File: src/rtl/qam_mapper_controller_pkg.sv
`default_nettype none
// +----------------------------------------------------------------------+
// | qam_mapper_controller_pkg                                            |
// | Shared state encodings and 16-QAM level constants.                   |
// | Revision: 1.0                                                        |
// +----------------------------------------------------------------------+
package qam_mapper_controller_pkg;

    typedef enum logic [1:0] {
        ST_IDLE     = 2'b00,
        ST_LOAD     = 2'b01,
        ST_TRANSMIT = 2'b10,
        ST_DONE     = 2'b11
    } state_t;

    // Two's-complement 3-bit amplitude levels
    localparam logic [2:0] c_lvl_m3   = 3'b101;
    localparam logic [2:0] c_lvl_m1   = 3'b111;
    localparam logic [2:0] c_lvl_p1   = 3'b001;
    localparam logic [2:0] c_lvl_p3   = 3'b011;
    localparam logic [2:0] c_lvl_zero = 3'b000;

    localparam int c_bits_per_sym = 4;

endpackage
`default_nettype wire

File: src/rtl/qam_symbol_fifo.sv
`default_nettype none
// +----------------------------------------------------------------------+
// | qam_symbol_fifo                                                      |
// | Synchronous FIFO with occupancy counter and single-cycle flush.      |
// | Revision: 1.0                                                        |
// +----------------------------------------------------------------------+
module qam_symbol_fifo #(
    parameter int DEPTH = 16,
    parameter int WIDTH = 4
) (
    input  logic             clk,
    input  logic             rst,
    input  logic             push,
    input  logic             pop,
    input  logic             flush,
    input  logic [WIDTH-1:0] wr_data,
    output logic [WIDTH-1:0] rd_data,
    output logic             full,
    output logic             empty
);

    localparam int c_aw = $clog2(DEPTH);

    logic [WIDTH-1:0] r_mem [DEPTH];
    logic [c_aw-1:0]  r_wr_ptr;
    logic [c_aw-1:0]  r_rd_ptr;
    logic [c_aw:0]    r_count;
    logic             w_push;
    logic             w_pop;

    assign full    = (r_count == (c_aw+1)'(DEPTH));
    assign empty   = (r_count == '0);
    assign w_push  = push && !full;
    assign w_pop   = pop && !empty;
    assign rd_data = r_mem[r_rd_ptr];

    // Power-of-two depth lets the pointers wrap by natural overflow
    always_ff @(posedge clk or posedge rst) begin
        if (rst) begin
            r_wr_ptr <= '0;
            r_rd_ptr <= '0;
            r_count  <= '0;
        end else if (flush) begin
            r_wr_ptr <= '0;
            r_rd_ptr <= '0;
            r_count  <= '0;
        end else begin
            if (w_push) r_wr_ptr <= r_wr_ptr + 1'b1;
            if (w_pop)  r_rd_ptr <= r_rd_ptr + 1'b1;
            case ({w_push, w_pop})
                2'b10:   r_count <= r_count + 1'b1;
                2'b01:   r_count <= r_count - 1'b1;
                default: r_count <= r_count;
            endcase
        end
    end

    always_ff @(posedge clk) begin
        if (w_push && !flush) r_mem[r_wr_ptr] <= wr_data;
    end

endmodule
`default_nettype wire

File: src/rtl/qam_mapper_controller.sv
`default_nettype none
// +----------------------------------------------------------------------+
// | qam_mapper_controller                                                |
// | Buffers 16-QAM symbol words and emits Gray-mapped I/Q levels.        |
// | Revision: 1.0                                                        |
// +----------------------------------------------------------------------+
module qam_mapper_controller
    import qam_mapper_controller_pkg::*;
#(
    parameter int DEPTH = 16
) (
    input  logic                      dclk,
    input  logic                      reset,
    input  logic                      enable,
    input  logic                      wr_en,
    input  logic [c_bits_per_sym-1:0] wr_data,
    input  logic                      start,
    input  logic                      sym_stb,
    output logic                      full,
    output logic                      empty,
    output logic                      overflow,
    output logic                      busy,
    output logic                      complete,
    output logic                      sym_valid,
    output logic [2:0]                i_out,
    output logic [2:0]                q_out,
    output logic [1:0]                state
);

    state_t                    r_state;
    state_t                    w_state_next;
    logic                      r_overflow;
    logic                      r_sym_valid;
    logic [2:0]                r_i;
    logic [2:0]                r_q;
    logic [c_bits_per_sym-1:0] w_rd_data;
    logic                      w_in_load;
    logic                      w_in_tx;
    logic                      w_push;
    logic                      w_drop;
    logic                      w_pop;
    logic                      w_underrun;
    logic                      w_flush;

    function automatic logic [2:0] gray_level(input logic [1:0] bits);
        logic [2:0] lvl;
        case (bits)
            2'b00:   lvl = c_lvl_m3;
            2'b01:   lvl = c_lvl_m1;
            2'b11:   lvl = c_lvl_p1;
            default: lvl = c_lvl_p3;
        endcase
        return lvl;
    endfunction

    // Every action is gated by enable so that dropping it wins over all else
    assign w_in_load  = enable && (r_state == ST_LOAD);
    assign w_in_tx    = enable && (r_state == ST_TRANSMIT);
    assign w_push     = w_in_load && wr_en && !full;
    assign w_drop     = w_in_load && wr_en && full;
    assign w_pop      = w_in_tx && sym_stb && !empty;
    assign w_underrun = w_in_tx && sym_stb && empty;
    assign w_flush    = (w_state_next == ST_IDLE);

    qam_symbol_fifo #(
        .DEPTH (DEPTH),
        .WIDTH (c_bits_per_sym)
    ) u_fifo (
        .clk     (dclk),
        .rst     (reset),
        .push    (w_push),
        .pop     (w_pop),
        .flush   (w_flush),
        .wr_data (wr_data),
        .rd_data (w_rd_data),
        .full    (full),
        .empty   (empty)
    );

    always_ff @(posedge dclk or posedge reset) begin
        if (reset) r_state <= ST_IDLE;
        else       r_state <= w_state_next;
    end

    always_comb begin
        w_state_next = r_state;
        if (!enable) begin
            w_state_next = ST_IDLE;
        end else begin
            case (r_state)
                ST_IDLE:     w_state_next = ST_LOAD;
                ST_LOAD:     if (start && !empty) w_state_next = ST_TRANSMIT;
                ST_TRANSMIT: if (sym_stb && empty) w_state_next = ST_DONE;
                ST_DONE:     if (!start) w_state_next = ST_LOAD;
                default:     w_state_next = ST_IDLE;
            endcase
        end
    end

    always_ff @(posedge dclk or posedge reset) begin
        if (reset) begin
            r_overflow <= 1'b0;
        end else if (w_flush) begin
            r_overflow <= 1'b0;
        end else if (w_drop) begin
            r_overflow <= 1'b1;
        end
    end

    always_ff @(posedge dclk or posedge reset) begin
        if (reset) begin
            r_sym_valid <= 1'b0;
            r_i         <= c_lvl_zero;
            r_q         <= c_lvl_zero;
        end else if (w_pop) begin
            r_sym_valid <= 1'b1;
            r_i         <= gray_level(w_rd_data[3:2]);
            r_q         <= gray_level(w_rd_data[1:0]);
        end else if (w_underrun) begin
            r_sym_valid <= 1'b0;
            r_i         <= c_lvl_zero;
            r_q         <= c_lvl_zero;
        end else begin
            r_sym_valid <= 1'b0;
        end
    end

    assign overflow  = r_overflow;
    assign sym_valid = r_sym_valid;
    assign i_out     = r_i;
    assign q_out     = r_q;
    assign state     = r_state;
    assign busy      = (r_state == ST_TRANSMIT);
    assign complete  = (r_state == ST_DONE);

endmodule
`default_nettype wire

File: config.mk
export PLATFORM = sky130hd
export DESIGN_NAME = qam_mapper_controller
export DESIGN_NICKNAME = d
export VERILOG_FILES = /design/src/rtl/qam_mapper_controller_pkg.sv /design/src/rtl/qam_symbol_fifo.sv /design/src/rtl/qam_mapper_controller.sv
export SDC_FILE = /design/constraint.sdc
export NUM_CORES = 1
export LEC_CHECK = 0
export ABC_AREA = 1
export BUFFER_PORTS_ARGS = -buffer_cell sky130_fd_sc_hd__buf_2
export CAP_MARGIN = 0
export CORE_UTILIZATION = 35
export CTS_BUF_LIST = sky130_fd_sc_hd__clkbuf_8
export CTS_CLUSTER_SIZE = 8
export DETAILED_ROUTE_END_ITERATION = 16
export GPL_ROUTABILITY_DRIVEN = 0
export PLACE_DENSITY = 0.51
export SYNTH_ARGS = -nofsm -noshare
export SYNTH_HDL_FRONTEND = slang
export SYNTH_SLANG_ARGS = --single-unit
File: constraint.sdc
create_clock -name dclk -period 2.9 [get_ports dclk]
set_clock_uncertainty 0.15 [all_clocks]
set_input_delay 0.29 -clock dclk [delete_from_list [all_inputs] [get_ports dclk]]
set_output_delay 0.29 -clock dclk [all_outputs]
set_load 0.02 [all_outputs]
== After elaboration in Yosys (flattened, before gate mapping) ==
Memory sizes are Yosys's and may differ from the RTL's.
Index checks and enable logic that the tools add are counted.

* Add/subtract/negate cells: 4
* Eq/ne operators: 10
* Multiplexer cells: 21
* Reductions and logical operators: 26

{| class="wikitable"
|+ Operators by type and width
! operator !! count
|-
| case mux 3 bit (3 select lines) || 2
|-
| 2-to-1 mux 4 bit || 4
|-
| logical AND 1 bit || 13
|-
| equality test 2 bit, second input constant || 5
|-
| case mux 5 bit (2 select lines) || 1
|-
| 2-to-1 mux 3 bit || 3
|-
| adder 4 x 1 -> 4 bit, second input constant || 2
|-
| equality test 2 x 1 -> 1 bit, second input constant || 4
|-
| logical NOT 2 bit || 4
|-
| 2-to-1 mux 2 bit || 4
|-
| case mux 2 bit (4 select lines) || 1
|-
| nonzero test 2 bit || 4
|-
| adder 5 x 1 -> 5 bit, second input constant || 1
|-
| equality test 5 bit, second input constant || 1
|-
| logical NOT 5 bit || 1
|-
| 2-to-1 mux 1 bit || 5
|-
| 2-to-1 mux 5 bit || 1
|-
| subtractor 5 x 1 -> 5 bit, second input constant || 1
|-
| logical NOT 1 bit || 3
|-
| nonzero test 3 bit || 1
|}

* Flip-flop bits (word level): 23
* RAM bits: 64
* Output and inout bits: 14
* Memories kept: 1

{| class="wikitable"
|+ Memory list
! name !! depth !! bits a word !! read ports !! clocked after Yosys merged registers in !! wr ports !! RTL line !! text
|-
| u_fifo.r_mem || 16 || 4 || 1 || 0 || 1 || qam_symbol_fifo.sv:24 || <nowiki>logic [WIDTH-1:0] r_mem [DEPTH];</nowiki>
|}

== Longest topological paths before layout ==
* Depth after elaboration: 11
* Mapped depth: 15
* Gate-level depth less buffers: 15

== By module ==
A second synthesis with hierarchy kept.

* Cell total of the unflattened synthesis: 382
* Area total of the unflattened synthesis: 4016.4 µm²

{| class="wikitable"
|+ By module, submodules not included
! module !! times used !! cells each !! area an instance (µm²) !! seq. area each (µm²)
|-
| qam_symbol_fifo || 1 || 316 || 3483.3 || 2247.2
|-
| qam_mapper_controller || 1 || 66 || 533.0 || 225.2
|}

== Worst setup path before layout ==
Ideal clock, no wire load.

* Path kind: register to register
* From: reg r_state[1], in the netlist state[1]
* To: reg u_fifo.r_count[4]
* Arrival time: 2.121 ns
* Slack: 0.511 ns
* Cell stages (with the launch flop): 16
* Clock period less this slack: 2.389 ns
* Path through: dfrtp_1 inv_2 nor2_4 inv_2 nor2_4 nand2_4 inv_4 ha_1 inv_1 fa_1 inv_1 nand3_1 nand2_1 nand2_1 nand4_1 nand2_1

* Longest elaborated chain between the ends: 8
* Elaborated cells on any way between the ends: 23

{| class="wikitable"
|+ RTL lines
! element !! RTL line !! text
|-
| start: declaration || qam_mapper_controller.sv:30 || <nowiki>state_t r_state;</nowiki>
|-
| start signal: assignment || qam_mapper_controller.sv:82 || <nowiki>else r_state <= w_state_next;</nowiki>
|-
| equality test 2 bit * || n/a ||
|-
| named net busy || qam_mapper_controller.sv:22 || <nowiki>output logic busy,</nowiki>
|-
| logical AND 1 bit * || qam_mapper_controller.sv:58 || <nowiki>assign w_in_tx = enable && (r_state == ST_TRANSMIT);</nowiki>
|-
| logical AND 1 bit * (2 in series) || qam_mapper_controller.sv:61 || <nowiki>assign w_pop = w_in_tx && sym_stb && !empty;</nowiki>
|-
| named net u_fifo.pop || qam_symbol_fifo.sv:14 || <nowiki>input logic pop,</nowiki>
|-
| logical AND 1 bit * || qam_symbol_fifo.sv:34 || <nowiki>assign w_pop = pop && !empty;</nowiki>
|-
| equality test 2 x 1 -> 1 bit or equality test 2 bit (tied branches) || qam_symbol_fifo.sv:50 || <nowiki>case ({w_push, w_pop})</nowiki>
|-
| case mux 5 bit (2 select lines) || qam_symbol_fifo.sv:50 ||
|-
| 2-to-1 mux 5 bit || qam_symbol_fifo.sv:43 || <nowiki>end else if (flush) begin</nowiki>
|-
| end signal: assignment || qam_symbol_fifo.sv:51 || <nowiki>2'b10: r_count <= r_count + 1'b1;</nowiki>
|-
| end signal: assignment || qam_symbol_fifo.sv:52 || <nowiki>2'b01: r_count <= r_count - 1'b1;</nowiki>
|-
| end signal: assignment || qam_symbol_fifo.sv:53 || <nowiki>default: r_count <= r_count;</nowiki>
|-
| end: declaration || qam_symbol_fifo.sv:27 || <nowiki>logic [c_aw:0] r_count;</nowiki>
|}

The timed path passes the listed nets; every way through them passes the cells marked *.
A chain may end at the register's enable or synchronous reset.

== Final worst setup path ==
* From: reg u_fifo.r_count[3]
* To: reg u_fifo.r_count[3]

* Elaborated cells on any way between the ends: 22

{| class="wikitable"
|+ RTL lines
! element !! RTL line !! text
|-
| logical NOT 5 bit * || qam_symbol_fifo.sv:32 || <nowiki>assign empty = (r_count == '0);</nowiki>
|-
| logical NOT 1 bit * || qam_mapper_controller.sv:61 ||
|-
| logical AND 1 bit * || qam_mapper_controller.sv:61 ||
|-
| named net u_fifo.pop || qam_symbol_fifo.sv:14 ||
|-
| logical AND 1 bit * || qam_symbol_fifo.sv:34 ||
|-
| equality test 2 x 1 -> 1 bit or equality test 2 bit (tied branches) || qam_symbol_fifo.sv:50 ||
|-
| case mux 5 bit (2 select lines) || qam_symbol_fifo.sv:50 ||
|-
| 2-to-1 mux 5 bit || qam_symbol_fifo.sv:43 ||
|}

Marked as above.

==> results by group <==
Status
  – Status: complete, but fails checks
  – Failing checks: DRC

Clock tree
  – Num CTS Buffers: 9
  – Total clock sinks: between 80 and 90
  – CTS resizes: 0
  – Worst-path clk slew: about 0.090 ns
  – Worst-Skew Late Latency: 0.36 ns
  – Clock root buffer: clkbuf_8
  – CTS tree: built
  – Clock Tree Buf Depth: 2
  – H-tree levels: 3

Power and ir drop
  – Power Density: between 400 and 500 nW/um^2
  – Design Power: approximately 2.3 mW
  – Max IR drop VDD: about 0.23 mV
  – Leak pwr: 2.10 nW

Cells and area
  – # fillers: 1137
  – Layout cells sized above 1: between 10 and 15%
  – Layout Cells excl Fill: 612
  – Fin area: around 4600 um^2
  – Synth-to-layout area growth: 10.3%
  – Final nets: 490
  – Diode count: 0

Global route
  – Initial antenna violation count: 0
  – Largest net degree at the start of global routing: 27
  – Total track usage: between 15 and 20%
  – Vias in the first global route: around 2800
  – Gr ovfl total: 0
  – Global-route wire length before repair: 14.6 mm

Synth
  – FFs w/ async S/R, synth: 25.6%
  – Yosys warns: 0
  – Yosys cell types: 26
  – Post-synthesis instance area: 4210 um^2
  – Post-synthesis register bit count: 86
  – Primary FF master, synth: edfxtp_1
  – Number of flops mapped to enable cells by yosys: 64
  – Synth top area share: 45.7%
  – Cell count after synthesis: roughly 440
  – Post-synthesis average cell area: 9.68 um^2
  – Post-synthesis sequential area ratio: about three fifths
  – Syn_nets: 461
  – Biggest area consumer among synthesized cells: edfxtp_1
  – Leading cell types by total area after synthesis: edfxtp_1 (46%), dfrtp_1 (13%), nand2_1 (12%), nand3_1 (4.8%), ha_1 (4.5%)

STA
  – Final setup viols: 0
  – Hold Fails Final Rpt: 0
  – Final Worst Setup Slack: 0.380 ns
  – Least-Margin Pin Slew: between 0.8 and 0.9 ns
  – Tcrit/Tclk final: 86.9%
  – Period minus WS final: around 2.5 ns
  – Max Slew Vio Count: 0
  – Final TNS setup: 0 ns
  – RSZ-0062 raised after global routing: no
  – Relative slew slack: 43.1%
  – Fmax achieved: 0.397 GHz

Floorplan
  – Row cnt: 39
  – Die Height: 112 um
  – I/O pin cnt: 24
  – Die footprint: 12500 um^2
  – Core box area: 11600 um^2
  – Die X-Extent: 112 um
  – Initial core utilization: 36.4%

Worst hold path
  – Hold path start: start
  – Hold Crit Class: input pin to register

Worst setup path
  – Crit. Startpoint: u_fifo.r_count[3]$_DFFE_PP0P_
  – Critical path required time: ~3 ns
  – Crit path kind: register to register
  – Worst path arrival time: 2.63 ns
  – Worst setup SP type: register
  – Critical path peak fanout: 7
  – Reg-to-reg critical path startpoint: u_fifo.r_count[3]$_DFFE_PP0P_
  – Crit end category: register

Placed design
  – I/O Buffers: 23
  – Post-Place Setup Slack: 0.401 ns
  – Post-Place Cells: 595
  – Post-DP HPWL: 6.23 mm
  – Dpl cell area: approximately 4500 um^2

Drt
  – Final wirelength: 8.91 mm
  – DR DRC count: 1
  – First drt pass iteration count: 10
  – Initial DRC count: 164
  – Antenna-violating nets left: 0
  – Via Count: 2844
  – DR vias/cell: 4.65
  – Drt wl/cell: 14.6 um

Flow run
  – Max cap viols: 0
final cells by class:
cell class,count,area (um^2),area share [%]
sequential,86,2470,53.3
inverter,54,215,4.64
multi-input combinational,284,1430,30.7
clock buffer,9,124,2.67
timing repair buffer,29,175,3.77
clock inverter,7,50.0,1.08
tap,143,179,3.86
cells in the final DEF (no fill, tap or decap), drive strengths merged, types with 2 or more instances in the layout:
cell | synthesis | final
a21oi | 6 | 6
buf | 11 | 28
clkbuf | 0 | 9
clkinv | 1 | 3
clkinvlp | 0 | 4
dfrtp | 22 | 22
edfxtp | 64 | 64
ha | 15 | 15
inv | 53 | 54
nand2 | 142 | 142
nand3 | 40 | 40
nand4 | 3 | 3
nor2 | 53 | 53
o21ai | 17 | 17
o21bai | 2 | 2
xor2 | 4 | 4
worst max-delay path, stage by stage, from the launching register on:
cell     delay, ns
dfrtp_1       0.41
nor2_1        0.18
nand4_1       0.26
nand2_4       0.20
inv_4         0.07
ha_1          0.28
ha_1          0.36
a21oi_1       0.21
a21oi_1       0.08
o21ai_0       0.16
inv_1         0.05
per-stage QoR:
| step | util (%) | hold WS [ns] |
|---|---|---|
| after floorplan | - | 0.129 |
| after global placement | 38.5 | 0.327 |
| after detailed placement | 38.5 | 0.337 |
| after CTS | 40.1 | 0.0499 |
| after global routing | 40.1 | 0.0814 |
| final | 40.1 | 0.0776 |
flip-flops by register name, summed over array words and instances (netlist names):
| register | cells |
|---|---|
| u_fifo.r_rd_ptr | 4 |
| u_fifo.r_wr_ptr | 4 |
| q_out | 2 |
| state | 2 |
| sym_valid | 1 |
| overflow | 1 |
| i_out | 3 |
| u_fifo.r_count | 5 |
| u_fifo.r_mem | 64 |
report_power, final:
group / total [mW] / switching, mW / internal [mW]
Sequential: 1.36 / 0.0143 / 1.34
Combinational: 0.166 / 0.117 / 0.0484
Clock: 0.765 / 0.454 / 0.311
Yosys cell counts, types with 4 or more instances:
cell / instances
a21oi_1: 6
buf_4: 4
buf_6: 5
dfrtp_1: 22
edfxtp_1: 64
ha_1: 15
inv_1: 42
inv_2: 8
nand2_1: 132
nand2_2: 4
nand2_4: 6
nand3_1: 40
nor2_1: 49
o21ai_0: 14
xor2_1: 4
cell families (layout without fill, tap and decap cells):
family                     after synthesis  count (layout)  synth area share, %
DFF                                     86              86                 58.7
xor gates and xnor gates                 4               4                0.832
and+or+nand+nor                        238             238                 24.8
buffers and inverters                   65              99                 7.40
adders and majority gates               16              16                 4.93
AOI/OAI and AO/OA                       26              26                 3.27
final timing paths:
check                                                 end  slack (ns)  depth (start not counted)
max                         u_fifo.r_count[3]$_DFFE_PP0P_        0.38                         10
min                                    state[1]$_DFF_PP0_        0.08                          3
max reg2reg                 u_fifo.r_count[3]$_DFFE_PP0P_        0.38                         10
min reg2reg                          overflow$_DFFE_PP0P_        0.36                          2
max in group asynchronous  u_fifo.r_wr_ptr[0]$_DFFE_PP0P_        1.57                          3
min in group asynchronous            q_out[2]$_DFFE_PP0P_        0.50                          3
metal layers:
layer  up-vias  global-route usage [%]  routed length [um]
met3         9                    3.54                 235
met2        33                    25.9                4390
met5         -                       0                   0
li1       1460                       -                   -
met1      1342                    20.0                4150
met4         0                    5.41                 131
repair_timing:
item | 4_1_cts | 5_1_grt
endpoints found under the setup margin | 0 | 0
hold buffers | 1 | 0
hold endpoints to repair | 22 | 0
buffers inserted | 0 | 0
No activity file was read; power rests on OpenSTA's default activity.
